### config.mk
export PLATFORM = sky130hd
export DESIGN_NAME = turn_signal_ctrl_flat
export DESIGN_NICKNAME = d
export VERILOG_FILES = /design/src/rtl/turn_signal_ctrl_if.sv /design/src/rtl/turn_signal_ctrl.sv /design/src/flat_wrapper.sv
export SDC_FILE = /design/constraint.sdc
export NUM_CORES = 1
export LEC_CHECK = 0
export ABC_AREA = 1
export CORE_MARGIN = 2
export CORE_UTILIZATION = 45
export CTS_BUF_LIST = sky130_fd_sc_hd__clkbuf_8 sky130_fd_sc_hd__clkbuf_16
export CTS_CLUSTER_DIAMETER = 40
export DETAILED_ROUTE_END_ITERATION = 8
export PLACE_DENSITY = 0.64
export RECOVER_POWER = 25
export SYNTH_ARGS = -nofsm -noshare
export SYNTH_HDL_FRONTEND = slang
export SYNTH_SLANG_ARGS = --single-unit
### constraint.sdc
create_clock -name clk -period 1.65 [get_ports clk]
set_input_delay 0.2475 -clock clk [delete_from_list [all_inputs] [get_ports clk]]
set_output_delay 0.2475 -clock clk [all_outputs]
set_load 0.005 [all_outputs]
### src/rtl/turn_signal_ctrl_if.sv
// Switch inputs and blinker request outputs of the turn signal controller.
// The controller takes the slave view; a driver/monitor takes the master view.
interface turn_signal_ctrl_if;
   logic       leftSwitch;
   logic       rightSwitch;
   logic       hazardSwitch;
   logic       turnSignalLeft;
   logic       turnSignalRight;
   logic [1:0] mode;
   logic       modeChange;

   modport master (
      output leftSwitch,
      output rightSwitch,
      output hazardSwitch,
      input  turnSignalLeft,
      input  turnSignalRight,
      input  mode,
      input  modeChange
   );

   modport slave (
      input  leftSwitch,
      input  rightSwitch,
      input  hazardSwitch,
      output turnSignalLeft,
      output turnSignalRight,
      output mode,
      output modeChange
   );
endinterface

### src/rtl/turn_signal_ctrl.sv
// Turn signal controller: synchronizes and debounces the three lever/button
// contacts, decodes a requested mode, and runs a 4-state FSM with a minimum
// on-time for LEFT/RIGHT/HAZARD. HAZARD may preempt a running minimum-on timer.
// All outputs are decoded from registers only.
module turn_signal_ctrl #(
   parameter int unsigned DEBOUNCE_CYCLES = 4,
   parameter int unsigned MIN_ON_CYCLES   = 8
) (
   input  logic               clk,
   input  logic               reset,
   turn_signal_ctrl_if.slave  bus
);

   typedef enum logic [1:0] {
      ST_IDLE   = 2'd0,
      ST_LEFT   = 2'd1,
      ST_RIGHT  = 2'd2,
      ST_HAZARD = 2'd3
   } state_t;

   // Channel index: 0 = left, 1 = right, 2 = hazard.
   localparam logic [7:0] DEB_LAST = 8'(DEBOUNCE_CYCLES - 1);
   localparam logic [7:0] MIN_LOAD = 8'(MIN_ON_CYCLES - 1);

   logic [2:0] w_raw;
   logic [2:0] r_meta;
   logic [2:0] r_sync;
   logic [2:0] r_deb;
   logic [7:0] r_cnt [3];

   state_t     r_state;
   state_t     w_state_nxt;
   state_t     w_req;
   logic [7:0] r_timer;
   logic [7:0] w_timer_nxt;
   logic       r_mode_change;

   assign w_raw = {bus.hazardSwitch, bus.rightSwitch, bus.leftSwitch};

   // Two-flop synchronizer for each raw contact.
   always_ff @(posedge clk or negedge reset) begin
      if (!reset) begin
         r_meta <= 3'b000;
         r_sync <= 3'b000;
      end else begin
         r_meta <= w_raw;
         r_sync <= r_meta;
      end
   end

   // Debounce: the debounced level follows the synchronized level only after
   // it has differed for DEBOUNCE_CYCLES consecutive edges.
   always_ff @(posedge clk or negedge reset) begin
      if (!reset) begin
         r_deb <= 3'b000;
         for (int i = 0; i < 3; i++) begin
            r_cnt[i] <= 8'd0;
         end
      end else begin
         for (int i = 0; i < 3; i++) begin
            if (r_sync[i] == r_deb[i]) begin
               r_cnt[i] <= 8'd0;
            end else if (r_cnt[i] == DEB_LAST) begin
               r_deb[i] <= r_sync[i];
               r_cnt[i] <= 8'd0;
            end else begin
               r_cnt[i] <= r_cnt[i] + 8'd1;
            end
         end
      end
   end

   // Requested mode: hazard wins; left+right together is treated as no request.
   always_comb begin
      w_req = ST_IDLE;
      if (r_deb[2]) begin
         w_req = ST_HAZARD;
      end else if (r_deb[0] && !r_deb[1]) begin
         w_req = ST_LEFT;
      end else if (!r_deb[0] && r_deb[1]) begin
         w_req = ST_RIGHT;
      end else begin
         w_req = ST_IDLE;
      end
   end

   // Next state and minimum-on timer: a running timer blocks every change
   // except a hazard request; entering an active state restarts the timer.
   always_comb begin
      w_state_nxt = r_state;
      w_timer_nxt = 8'd0;
      if (r_timer != 8'd0) begin
         w_timer_nxt = r_timer - 8'd1;
      end else begin
         w_timer_nxt = 8'd0;
      end
      if ((w_req != r_state) && ((r_timer == 8'd0) || (w_req == ST_HAZARD))) begin
         w_state_nxt = w_req;
         if (w_req == ST_IDLE) begin
            w_timer_nxt = 8'd0;
         end else begin
            w_timer_nxt = MIN_LOAD;
         end
      end else begin
         w_state_nxt = r_state;
      end
   end

   // State, timer and change-pulse registers.
   always_ff @(posedge clk or negedge reset) begin
      if (!reset) begin
         r_state       <= ST_IDLE;
         r_timer       <= 8'd0;
         r_mode_change <= 1'b0;
      end else begin
         r_state       <= w_state_nxt;
         r_timer       <= w_timer_nxt;
         r_mode_change <= (w_state_nxt != r_state);
      end
   end

   assign bus.turnSignalLeft  = (r_state == ST_LEFT)  || (r_state == ST_HAZARD);
   assign bus.turnSignalRight = (r_state == ST_RIGHT) || (r_state == ST_HAZARD);
   assign bus.mode            = r_state;
   assign bus.modeChange      = r_mode_change;

endmodule

### src/flat_wrapper.sv
// flat-port wrapper written by rule: the top's interface ports become plain ports
module turn_signal_ctrl_flat 
#(
   parameter int unsigned DEBOUNCE_CYCLES = 4,
   parameter int unsigned MIN_ON_CYCLES   = 8
)
  (clk, reset, bus_leftSwitch, bus_rightSwitch, bus_hazardSwitch, bus_turnSignalLeft, bus_turnSignalRight, bus_mode, bus_modeChange);
  turn_signal_ctrl_if bus_i ();
  input  logic clk;
  input  logic reset;
  input wire logic [$bits(bus_i.leftSwitch)-1:0] bus_leftSwitch;
  input wire logic [$bits(bus_i.rightSwitch)-1:0] bus_rightSwitch;
  input wire logic [$bits(bus_i.hazardSwitch)-1:0] bus_hazardSwitch;
  output wire logic [$bits(bus_i.turnSignalLeft)-1:0] bus_turnSignalLeft;
  output wire logic [$bits(bus_i.turnSignalRight)-1:0] bus_turnSignalRight;
  output wire logic [$bits(bus_i.mode)-1:0] bus_mode;
  output wire logic [$bits(bus_i.modeChange)-1:0] bus_modeChange;
  assign bus_i.leftSwitch = bus_leftSwitch;
  assign bus_i.rightSwitch = bus_rightSwitch;
  assign bus_i.hazardSwitch = bus_hazardSwitch;
  assign bus_turnSignalLeft = bus_i.turnSignalLeft;
  assign bus_turnSignalRight = bus_i.turnSignalRight;
  assign bus_mode = bus_i.mode;
  assign bus_modeChange = bus_i.modeChange;
  turn_signal_ctrl #(.DEBOUNCE_CYCLES(DEBOUNCE_CYCLES), .MIN_ON_CYCLES(MIN_ON_CYCLES)) u_core (.clk(clk), .reset(reset), .bus(bus_i));
endmodule
==> metrics.md <==
| Metric | Value |
|---|---|
| Worst-path clk slew | about 70 ps |
| Yosys top cell area share | between 50 and 60% |
| # IOs | 10 |
| Critical Path Source Type | flop |
| Sequential power share | 39.6% |
| Actual slew at the worst max-slew pin | between 1000 and 1500 ps |
| Row cnt | 25 |
| CTS sink cnt | 44 |
| DP Wirelength | 2.55 mm |
| Post-route ant nets | 0 |
| Max-cap violations | 0 |
| WHS | 350 ps |
| DRC viols | 0 |
| Gate Count Post-Synth | between 200 and 300 |
| RD Place Congestion | between 0.8 and 0.9 |
| TritonCTS clock tree | done |
| Synth cell types | 25 |
| Final setup vio count | 0 |
| Final Util | 51.8% |
| Share of cells above drive strength 1 | 9.70% |
| Detailed Route Iter0 Violations | 35 |
| Part of the power in combinational logic | 44.5% |
| Status | completed |
| Synth warn | 0 |
| First-pass GRT wire length | 6.09 mm |
| Largest net degree at the start of global routing | 27 |
| WP buf/inv | 1 |
| Pwr Total | approximately 3.9 mW |
| RSZ-0062 raised after global routing | false |
| Most frequent cell after synthesis | dfrtp_1 |
| Cell Chain, Critical Path | clkdlybuf4s50_1 |
| Biggest cell delay along the critical path | between 500 and 600 ps |
| Diodes inserted | 0 |
| Post-synthesis cell area | ~2100 µm² |
| CP Capture Type | primary output |
| Setup TNS | 0 ps |
| Crit path to | bus_turnSignalLeft |
| Post-synth EDFFs | 0 |
| CP Depth | 1 |
| Sw frac | between 40 and 50% |
| Detailed-route vias per instance | roughly 4.8 |
| Worst EP arrival | approximately 1200 ps |
| Net Sw Power | about 1.6 mW |
| Area leader, netlist | dfrtp_1 |
| Fin. max-slew vios | 0 |
| Power per cell area | 1630 nW/µm² |
| Crit path launch | u_core.bus.mode[0] |
| Synth area leaders | dfrtp_1, nand2_1, inv_1 |
| Max stage delay cell, worst path | clkdlybuf4s50_1 |
| CP Class | reg2out |
| Core Region | roughly 4700 µm² |
| Die Wd | about 73 µm |
| Fmax | slightly below 700 MHz |
| VDD IR max | 0.730 mV |
| 1st-pass router iterations | 4 |
| Buffers on Ports | 9 |
| Hold path depth | 0 |
| Area grow syn2layout | 12.2% |
| Crit-path max FO | 5 |
| Drt total wl | ~3.3 mm |
| Worst R2R Path Depth | 7 |
| Most instantiated cells after synthesis | dfrtp_1, nand2_1, inv_1 |
| Routed WL per cell | around 10 µm |
| HP Class | reg2reg |
| Die Ht | around 73 µm |
| Seq/Total Area, Yosys | 51.2% |
| Vias | roughly 1600 |
| Clock power frac | 16.0% |
| Clock insertion delay at the later pin of the skew report | slightly below 300 ps |
| CTS buffer count | 5 |
| Syn_area_per_cell | 8.56 µm² |
| Reg2reg end | u_core.r_timer[0] |
| Yosys reg bits | 44 |
| Crit path max-delay family | buffers and inverters |
| Syn_nets | 261 |
| Most used flip-flop cell after synthesis | dfrtp_1 |
| Total GRT Usage | ~15% |
| Grt total ovfl | 0 |
| Clock Skew | roughly 6.2 ps |
| Fin. Hold Viols | 0 |
| R2R setup slack | between 300 and 400 ps |
| Die footprint | approximately 5300 µm² |
| Root buf cell | clkbuf_8 |
| Post-route minimum period | about 1500 ps |
| Internal power | 2.33 mW |
| Leakage | around 1.2 nW |
| Max clock buf depth | 2 |
| H-tree depth | 2 |
| Rel. slew slack | between 30% and 40% |
| CP required | ~1400 ps |
| Worst reg2reg path startpoint | u_core.r_timer[0] |
| FFs w/ async S/R, synth | 100% |
| Initial antenna violation count | 0 |
| Final period util | between 80% and 90% |
| Nets | between 200 and 300 |
| Initial Util | 46.1% |
| Vias in the first global route | between 1000 and 1500 |
## logic make-up (layout without fill, tap and decap cells)
family	after synthesis	count (layout)	synth area share [%]
XOR/XNOR	10	10	4.07
buffers and inverters	42	59	7.68
AND/OR/NAND/NOR	132	132	29.7
flip-flops	44	44	51.2
AO/OA/AOI/OAI	18	18	4.42
adder cells (fa/ha/maj)	5	5	2.91
## worst min-delay path by stage
stage | from | end
global route | u_core.r_meta[2] | u_core.r_sync[2]
global placement | reset | u_core.r_cnt[10]
floorplan | reset | u_core.bus.modeChange
CTS | u_core.r_meta[2] | u_core.r_sync[2]
finish | u_core.r_meta[2] | u_core.r_sync[2]
detailed placement | reset | u_core.r_cnt[12]
## sequential cells by signal, summed over array words and instances (netlist names)
| signal | flops |
|---|---|
| u_core.r_cnt | 24 |
| u_core.bus.modeChange | 1 |
| u_core.r_sync | 3 |
| u_core.bus.mode | 2 |
| u_core.r_deb | 3 |
| u_core.r_timer | 8 |
| u_core.r_meta | 3 |
## layout by cell type (no fill, tap or decap), types with 2 or more instances in the layout
cell,count
a21oi_1,9
a31oi_1,2
clkbuf_8,5
clkdlybuf4s50_1,5
dfrtp_1,44
dlygate4sd3_1,4
ha_1,5
inv_1,39
nand2_1,43
nand2_2,4
nand3_1,21
nand4_1,5
nor2_1,33
nor2_2,7
nor3_1,9
nor3b_1,4
o21ai_0,6
xnor2_1,4
xor2_1,6
## worst reg2reg max path, cell delays in order, from the launching register on
cell     delay [ps]
dfrtp_1         380
inv_1            90
ha_1            180
nand4_2         140
nand2_2         180
nand2_8          90
nand2_1          70
nand2_1          40
## metal layers
metal	GRT usage, %	share of wire [%]
met3	4.14	2.8
met5	0	0
met4	4.32	0.91
met2	23.6	48
met1	18.8	49
## per-stage QoR
step | instance area, µm² | setup slack (ps) | std cells
2_1_floorplan | 2150 | 449 | 251
3_3_place_gp | 2320 | 387 | 314
3_5_place_dp | 2320 | 362 | 314
6_report | 2410 | 167 | 322
5_1_grt | 2410 | 69.7 | 322
4_1_cts | 2410 | 140 | 322
## power groups by stage
stage	Sequential [mW]	Clock [mW]	Combinational (mW)
after global routing	1.60	0.711	2.04
after floorplan	1.54	0	1.39
final	1.56	0.629	1.75
after global placement	1.58	0	1.76
after CTS	1.56	0.665	1.79
after detailed placement	1.59	0	1.77
## layout make-up
type	count	area (µm²)
fillers	432	2250
flip-flops and latches	44	1100
multi-input cells	165	883
inverters	40	158
repair buffers	12	121
clock buffers	5	68.8
well taps	54	67.6
clock inverters	2	12.5
## timing repair
action / CTS / global route
hold buffers: 1 / 0
resized for setup: 0 / 0
setup buffers: 0 / 0
hold endpoints to repair: 18 / 0
Note: power is estimated with default switching activity, not from simulation.
==> edit 1: new RTL, config.mk and constraints unchanged <==
Make the reset (`reset`) synchronous in 3 clocked blocks.
--- a/src/rtl/turn_signal_ctrl.sv
+++ b/src/rtl/turn_signal_ctrl.sv
@@ -38,7 +38,7 @@
    assign w_raw = {bus.hazardSwitch, bus.rightSwitch, bus.leftSwitch};
 
    // Two-flop synchronizer for each raw contact.
-   always_ff @(posedge clk or negedge reset) begin
+   always_ff @(posedge clk) begin
       if (!reset) begin
          r_meta <= 3'b000;
          r_sync <= 3'b000;
@@ -50,7 +50,7 @@
 
    // Debounce: the debounced level follows the synchronized level only after
    // it has differed for DEBOUNCE_CYCLES consecutive edges.
-   always_ff @(posedge clk or negedge reset) begin
+   always_ff @(posedge clk) begin
       if (!reset) begin
          r_deb <= 3'b000;
          for (int i = 0; i < 3; i++) begin
@@ -107,7 +107,7 @@
    end
 
    // State, timer and change-pulse registers.
-   always_ff @(posedge clk or negedge reset) begin
+   always_ff @(posedge clk) begin
       if (!reset) begin
          r_state       <= ST_IDLE;
          r_timer       <= 8'd0;
Formal check against the unedited RTL: differs if reset is asserted again (counterexample within 10 cycles, from zero or initial values and one cycle with reset low); with reset held inactive, the same outputs for 10 cycles.
==> edit 1 against the unedited design <==
Routed wire length shrank 2.7%; cell area grew 3.5%; clock skew grew 1.9 ps; die area grew 1.7%; sequential cell count is the same; synthesized area grew 1.8%; worst setup slack gained 11 ps; first-iteration DRC count grew 29%; final cell count grew 2.5%; utilization grew 1.5 points; highest routed layer unchanged.
Power is not compared: it rests on default switching activity, and its combinational part moved more than twofold at a synthesized area within 25%.
==> edit 1: results (changes against the unedited design) <==
| Metric | Value |
|---|---|
| Number of synthesized flops with an enable pin | 24 (was 0) |
| Post-cts resize count | 0 (unchanged) |
| Ant diodes | 0 (unchanged) |
| Ys async rst share | 0% (was 100%) |
| Clock buffer depth | 2 (unchanged) |
| Clock-pin slew on the worst setup and hold paths | roughly 80 ps |
| Worst Clk Skew | 8.16 ps (was 6.21 ps) |
| Initial antenna violation count | 0 (unchanged) |
| First-pass GRT wire length | 6150 um (was 6090 um) |
| Max IR drop VDD | approximately 0.8 mV |
| GRT Overall Usage | 14.6% (was 14.5%) |
| GPL Wtd Cong | 0.800 (was 0.863) |
| Top Registers | u_core.r_cnt x24, u_core.r_timer x8 (unchanged) |
| Worst-Skew Late Latency | 290 ps (about the same) |
| Crit path DAT | 1600 ps (was 1240 ps) |
| Yosys warning total | 0 (unchanged) |
| Largest net degree at the start of global routing | 13 (was 27) |
| Root buffer cell | clkbuf_8 (unchanged) |
| Static Leak | 1.09 nW |
| Status | finished clean (unchanged) |
| Post-CTS Setup Inserts | 0 (unchanged) |
| DR iter-0 viols | 45 (was 35) |
| Total Routed Length | 3190 um (was 3280 um) |
| Final #Nets | 286 (was 278) |
| Cts bufs inserted | 5 (unchanged) |
| Vias in the first global route | 1493 (was 1479) |
| Dpl hpwl | 2470 um (was 2550 um) |
| H-tree Lvls | 2 (unchanged) |
| Share of cells above drive strength 1 | 15.2% (was 9.70%) |
| Library cells used by synthesis | 34 (was 25) |
| Top_reg_cell synth | edfxtp_1 (was dfrtp_1) |
| Main area contributors after synthesis | edfxtp_1 33%, dfxtp_1 18%, nand2_1 5.1%, nor2_1 5.1%, inv_1 4.8% (was dfrtp_1 51%, nand2_1 7.5%, inv_1 6.8%, nor2_1 5.8%, nand3_1 4.9%) |
| Post-synthesis sequential area ratio | 51.2% (about the same) |
| Crit Path Max Fanout | 8 (was 5) |
| First-pass DRT Iterations | 4 (unchanged) |
| Vias per inst | 4.65 (was 4.81) |
| Worst hold-check path type | reg2reg (unchanged) |
| Largest register FFs | 24 (unchanged) |
| Top post-synthesis cells by count | 30 x nand2_1, 30 x nor2_1, 28 x inv_1, 24 x edfxtp_1, 20 x dfxtp_1 (was 44 x dfrtp_1, 43 x nand2_1, 39 x inv_1, 33 x nor2_1, 21 x nand3_1) |
| IO buf count | 9 (unchanged) |
-- edit 1: where the power goes --
group / internal [mW] / switching [mW] / leakage, nW / total [mW]
Sequential: 1.26 / 0.0701 / 0.412 / 1.33
Combinational: 0.250 / 0.365 / 0.630 / 0.615
Clock: 0.282 / 0.325 / 0.0452 / 0.607
-- edit 1: critical path, stage by stage, from the launching register on --
cell	delay (ps)
edfxtp_1	420
ha_1	240
nand2_1	100
nor3_1	50
nand2_1	120
nand3_2	180
nor3b_1	210
-- edit 1: through the flow --
step / utilization, % / cells / setup WS (ps) / instance area, sq um / hold slack [ps]
finish: 53.2 / 330 / 178 / 2500 / 419
global route: 53.2 / 330 / 27.6 / 2500 / 445
CTS: 53.5 / 330 / 150 / 2510 / 420
detailed placement: 51.9 / 323 / 83.9 / 2430 / 403
global placement: 51.9 / 323 / 119 / 2430 / 397
floorplan: - / 261 / 342 / 2270 / 345
-- edit 1: metal layers --
| layer | share of wire (%) | track usage (%) | vias up |
|---|---|---|---|
| li1 | - | - | 826 |
| met4 | 1.4 | 5.45 | 0 |
| met3 | 2.9 | 4.12 | 4 |
| met2 | 43 | 23.6 | 14 |
| met1 | 52 | 18.5 | 689 |
| met5 | 0 | 0 | - |
-- edit 1: cell type report --
class | count | area, sq um
fillers | 456 | 2190
flip-flops and latches | 44 | 1120
multi-input cells | 181 | 1010
inverters | 33 | 124
repair buffers | 11 | 97.6
clock buffers | 5 | 68.8
well taps | 54 | 67.6
clock inverters | 2 | 8.76
-- edit 1: cell families after synthesis --
kind of cell | after synthesis | share of synthesized area (%)
buffers and inverters | 36 | 6.23
AND/OR/NAND/NOR | 119 | 28.5
flip-flops | 44 | 51.2
XOR/XNOR | 13 | 5.20
adder cells (fa/ha/maj) | 5 | 2.86
other | 1 | 0.171
AO/OA/AOI/OAI | 20 | 5.83
-- edit 1: path summary, 6_finish.rpt --
kind | startpoint | to | slack [ps] | depth (start not counted)
setup / recovery | u_core.r_cnt[2][0] | u_core.r_cnt[2][4] | 180 | 6
hold / removal | u_core.r_meta[0] | u_core.r_sync[0] | 420 | 2
setup reg to reg | u_core.r_cnt[2][0] | u_core.r_cnt[2][4] | 180 | 6
hold reg to reg | u_core.r_meta[0] | u_core.r_sync[0] | 420 | 2
==> edit 2: new RTL, same settings <==
Made on the original files. `MIN_ON_CYCLES` is set to 8 in 2 places; all go to 4.
--- a/src/rtl/turn_signal_ctrl.sv
+++ b/src/rtl/turn_signal_ctrl.sv
@@ -4,7 +4,7 @@
 // All outputs are decoded from registers only.
 module turn_signal_ctrl #(
    parameter int unsigned DEBOUNCE_CYCLES = 4,
-   parameter int unsigned MIN_ON_CYCLES   = 8
+   parameter int unsigned MIN_ON_CYCLES   = 4
 ) (
    input  logic               clk,
    input  logic               reset,
--- a/src/flat_wrapper.sv
+++ b/src/flat_wrapper.sv
@@ -2,7 +2,7 @@
 module turn_signal_ctrl_flat 
 #(
    parameter int unsigned DEBOUNCE_CYCLES = 4,
-   parameter int unsigned MIN_ON_CYCLES   = 8
+   parameter int unsigned MIN_ON_CYCLES   = 4
 )
   (clk, reset, bus_leftSwitch, bus_rightSwitch, bus_hazardSwitch, bus_turnSignalLeft, bus_turnSignalRight, bus_mode, bus_modeChange);
   turn_signal_ctrl_if bus_i ();
Check against the original RTL: no difference found for any inputs over 10 cycles, from zero or initial values and one cycle with reset low; that may be too few to reach the edited logic, so the function may still have changed.
==> edit 2 against the unedited design <==
Routed wire length grew 2.1%; sequential share of layout area up 0.12 points; cell area shrank 0.26%; total power decreased by 2.5%; synthesized area grew 0.12%; die area rose by 0.11%; fmax shrank 2.2%; global-route usage rose by 0.28 points; sequential cell count unchanged; critical path type unchanged; worst setup slack got worse by 33 ps; critical endpoint unchanged.
==> edit 2: results (changes against the unedited design) <==
| Metric | Value |
|---|---|
| Crit path DAT | 1270 ps (was 1240 ps) |
| Post-synthesis sequential area ratio | 51.2% (about the same) |
| Final cell count without fillers | 321 (was 322) |
| #MultiIn Comb | 164 (was 165) |
| Status | finished clean (unchanged) |
| Grt met1 use | 17.7% (was 18.8%) |
| Multi-input logic area | 888 sq um (was 883 sq um) |
| Inverters | 40 (unchanged) |
| Library cells used by synthesis | 27 (was 25) |
| Post-placement setup slack | 326 ps (was 362 ps) |
| GRT Overall Usage | 14.8% (was 14.5%) |
| Adder-cell share of the synthesized area | 2.91% (about the same) |
| Synth Net Count | 260 (was 261) |
| Static Leak | 1.16 nW (about the same) |
| Placed cell area | 2320 sq um (about the same) |
| Met2 Usage GRT | 23.9% (was 23.6%) |
| Clock-cell share | 3.90% (was 3.37%) |
| Crit path largest cell delay | 530 ps (about the same) |
| Seq cells post-synth | 44 (unchanged) |
| Vias per inst | 4.86 (was 4.81) |
| Metal-1 WL | 1590 um (was 1600 um) |
| GPL Wtd Cong | 0.838 (was 0.863) |
| Dpl hpwl | 2480 um (was 2550 um) |
| Sequential Area | 1100 sq um (unchanged) |
| # fillers | 427 (was 432) |
| Complex-gate fraction of the synthesized area | 4.42% (about the same) |
| Buffer share of cell area | 4.16% (was 5.03%) |
| Sequential group share of total power | 39.9% (was 39.6%) |
| Wire length per cell | 10.4 um (was 10.2 um) |
| Worst hold-check path type | reg2reg (unchanged) |
| First-pass GRT wire length | 6070 um (was 6090 um) |
| Vias in the first global route | 1456 (was 1479) |
| Clock buffer count in the final layout | 6 (was 5) |
| Top post-synthesis cells by count | 44 x dfrtp_1, 39 x nand2_1, 34 x inv_1, 33 x nor2_1, 21 x nand3_1 (was 44 x dfrtp_1, 43 x nand2_1, 39 x inv_1, 33 x nor2_1, 21 x nand3_1) |
| Die area | 5350 sq um (about the same) |
| Share of cells above drive strength 1 | 13.5% (was 9.70%) |
| Max IR drop VDD | 0.699 mV (was 0.730 mV) |
| Worst Clk Skew | 6.60 ps (was 6.21 ps) |
| Syn Area/Cell | 8.61 sq um (was 8.56 sq um) |
| Combinational power | 1.61 mW (was 1.75 mW) |
| Main area contributors after synthesis | dfrtp_1 51%, nand2_1 6.8%, inv_1 5.9%, nor2_1 5.8%, nand3_1 4.9% (was dfrtp_1 51%, nand2_1 7.5%, inv_1 6.8%, nor2_1 5.8%, nand3_1 4.9%) |
| Non-CTS buffers | 11 (was 12) |
| DR iter-0 viols | 69 (was 35) |
| Met3 WL | 105 um (was 91 um) |
| DR WL met2 | 1590 um (was 1560 um) |
| XOR/XNOR Fraction of Synth Area | 4.07% (about the same) |
| Switching power | 1.54 mW (was 1.60 mW) |
| GR met3 Demand/Resource | 4.97% (was 4.14%) |
| Max transition margin | 38.1% (was 32.3%) |
| Top delay family on crit path | buffers and inverters (unchanged) |
| Placed cell count | 312 (was 314) |
| Final #Nets | 276 (was 278) |
-- edit 2: cell count changes after synthesis --
| cell | delta |
|---|---|
| inv_1 | -5 |
| inv_2 | +5 |
| inv_6 | +1 |
| inv_8 | -1 |
| nand2_1 | -4 |
| nand2_2 | +3 |
| nand2_4 | +1 |
| nand2_8 | -1 |
| nor3b_1 | -2 |
| nor3b_2 | +2 |
| o21ai_0 | -2 |
| o21ai_1 | +2 |
| xnor2_1 | -1 |
| xor2_1 | +1 |
-- edit 2: path summary, 6_finish.rpt --
kind | startpoint | end | slack (ps) | depth (start not counted)
worst min-delay path | u_core.r_meta[0] | u_core.r_sync[0] | 350 | 0
worst max-delay path | u_core.bus.mode[0] | bus_turnSignalLeft | 130 | 1
min in group asynchronous | reset | u_core.r_cnt[3] | 710 | 3
max in group asynchronous | reset | u_core.r_cnt[23] | 350 | 3
worst max register to register | u_core.r_timer[0] | u_core.r_timer[6] | 330 | 7
worst min register to register | u_core.r_meta[0] | u_core.r_sync[0] | 350 | 0
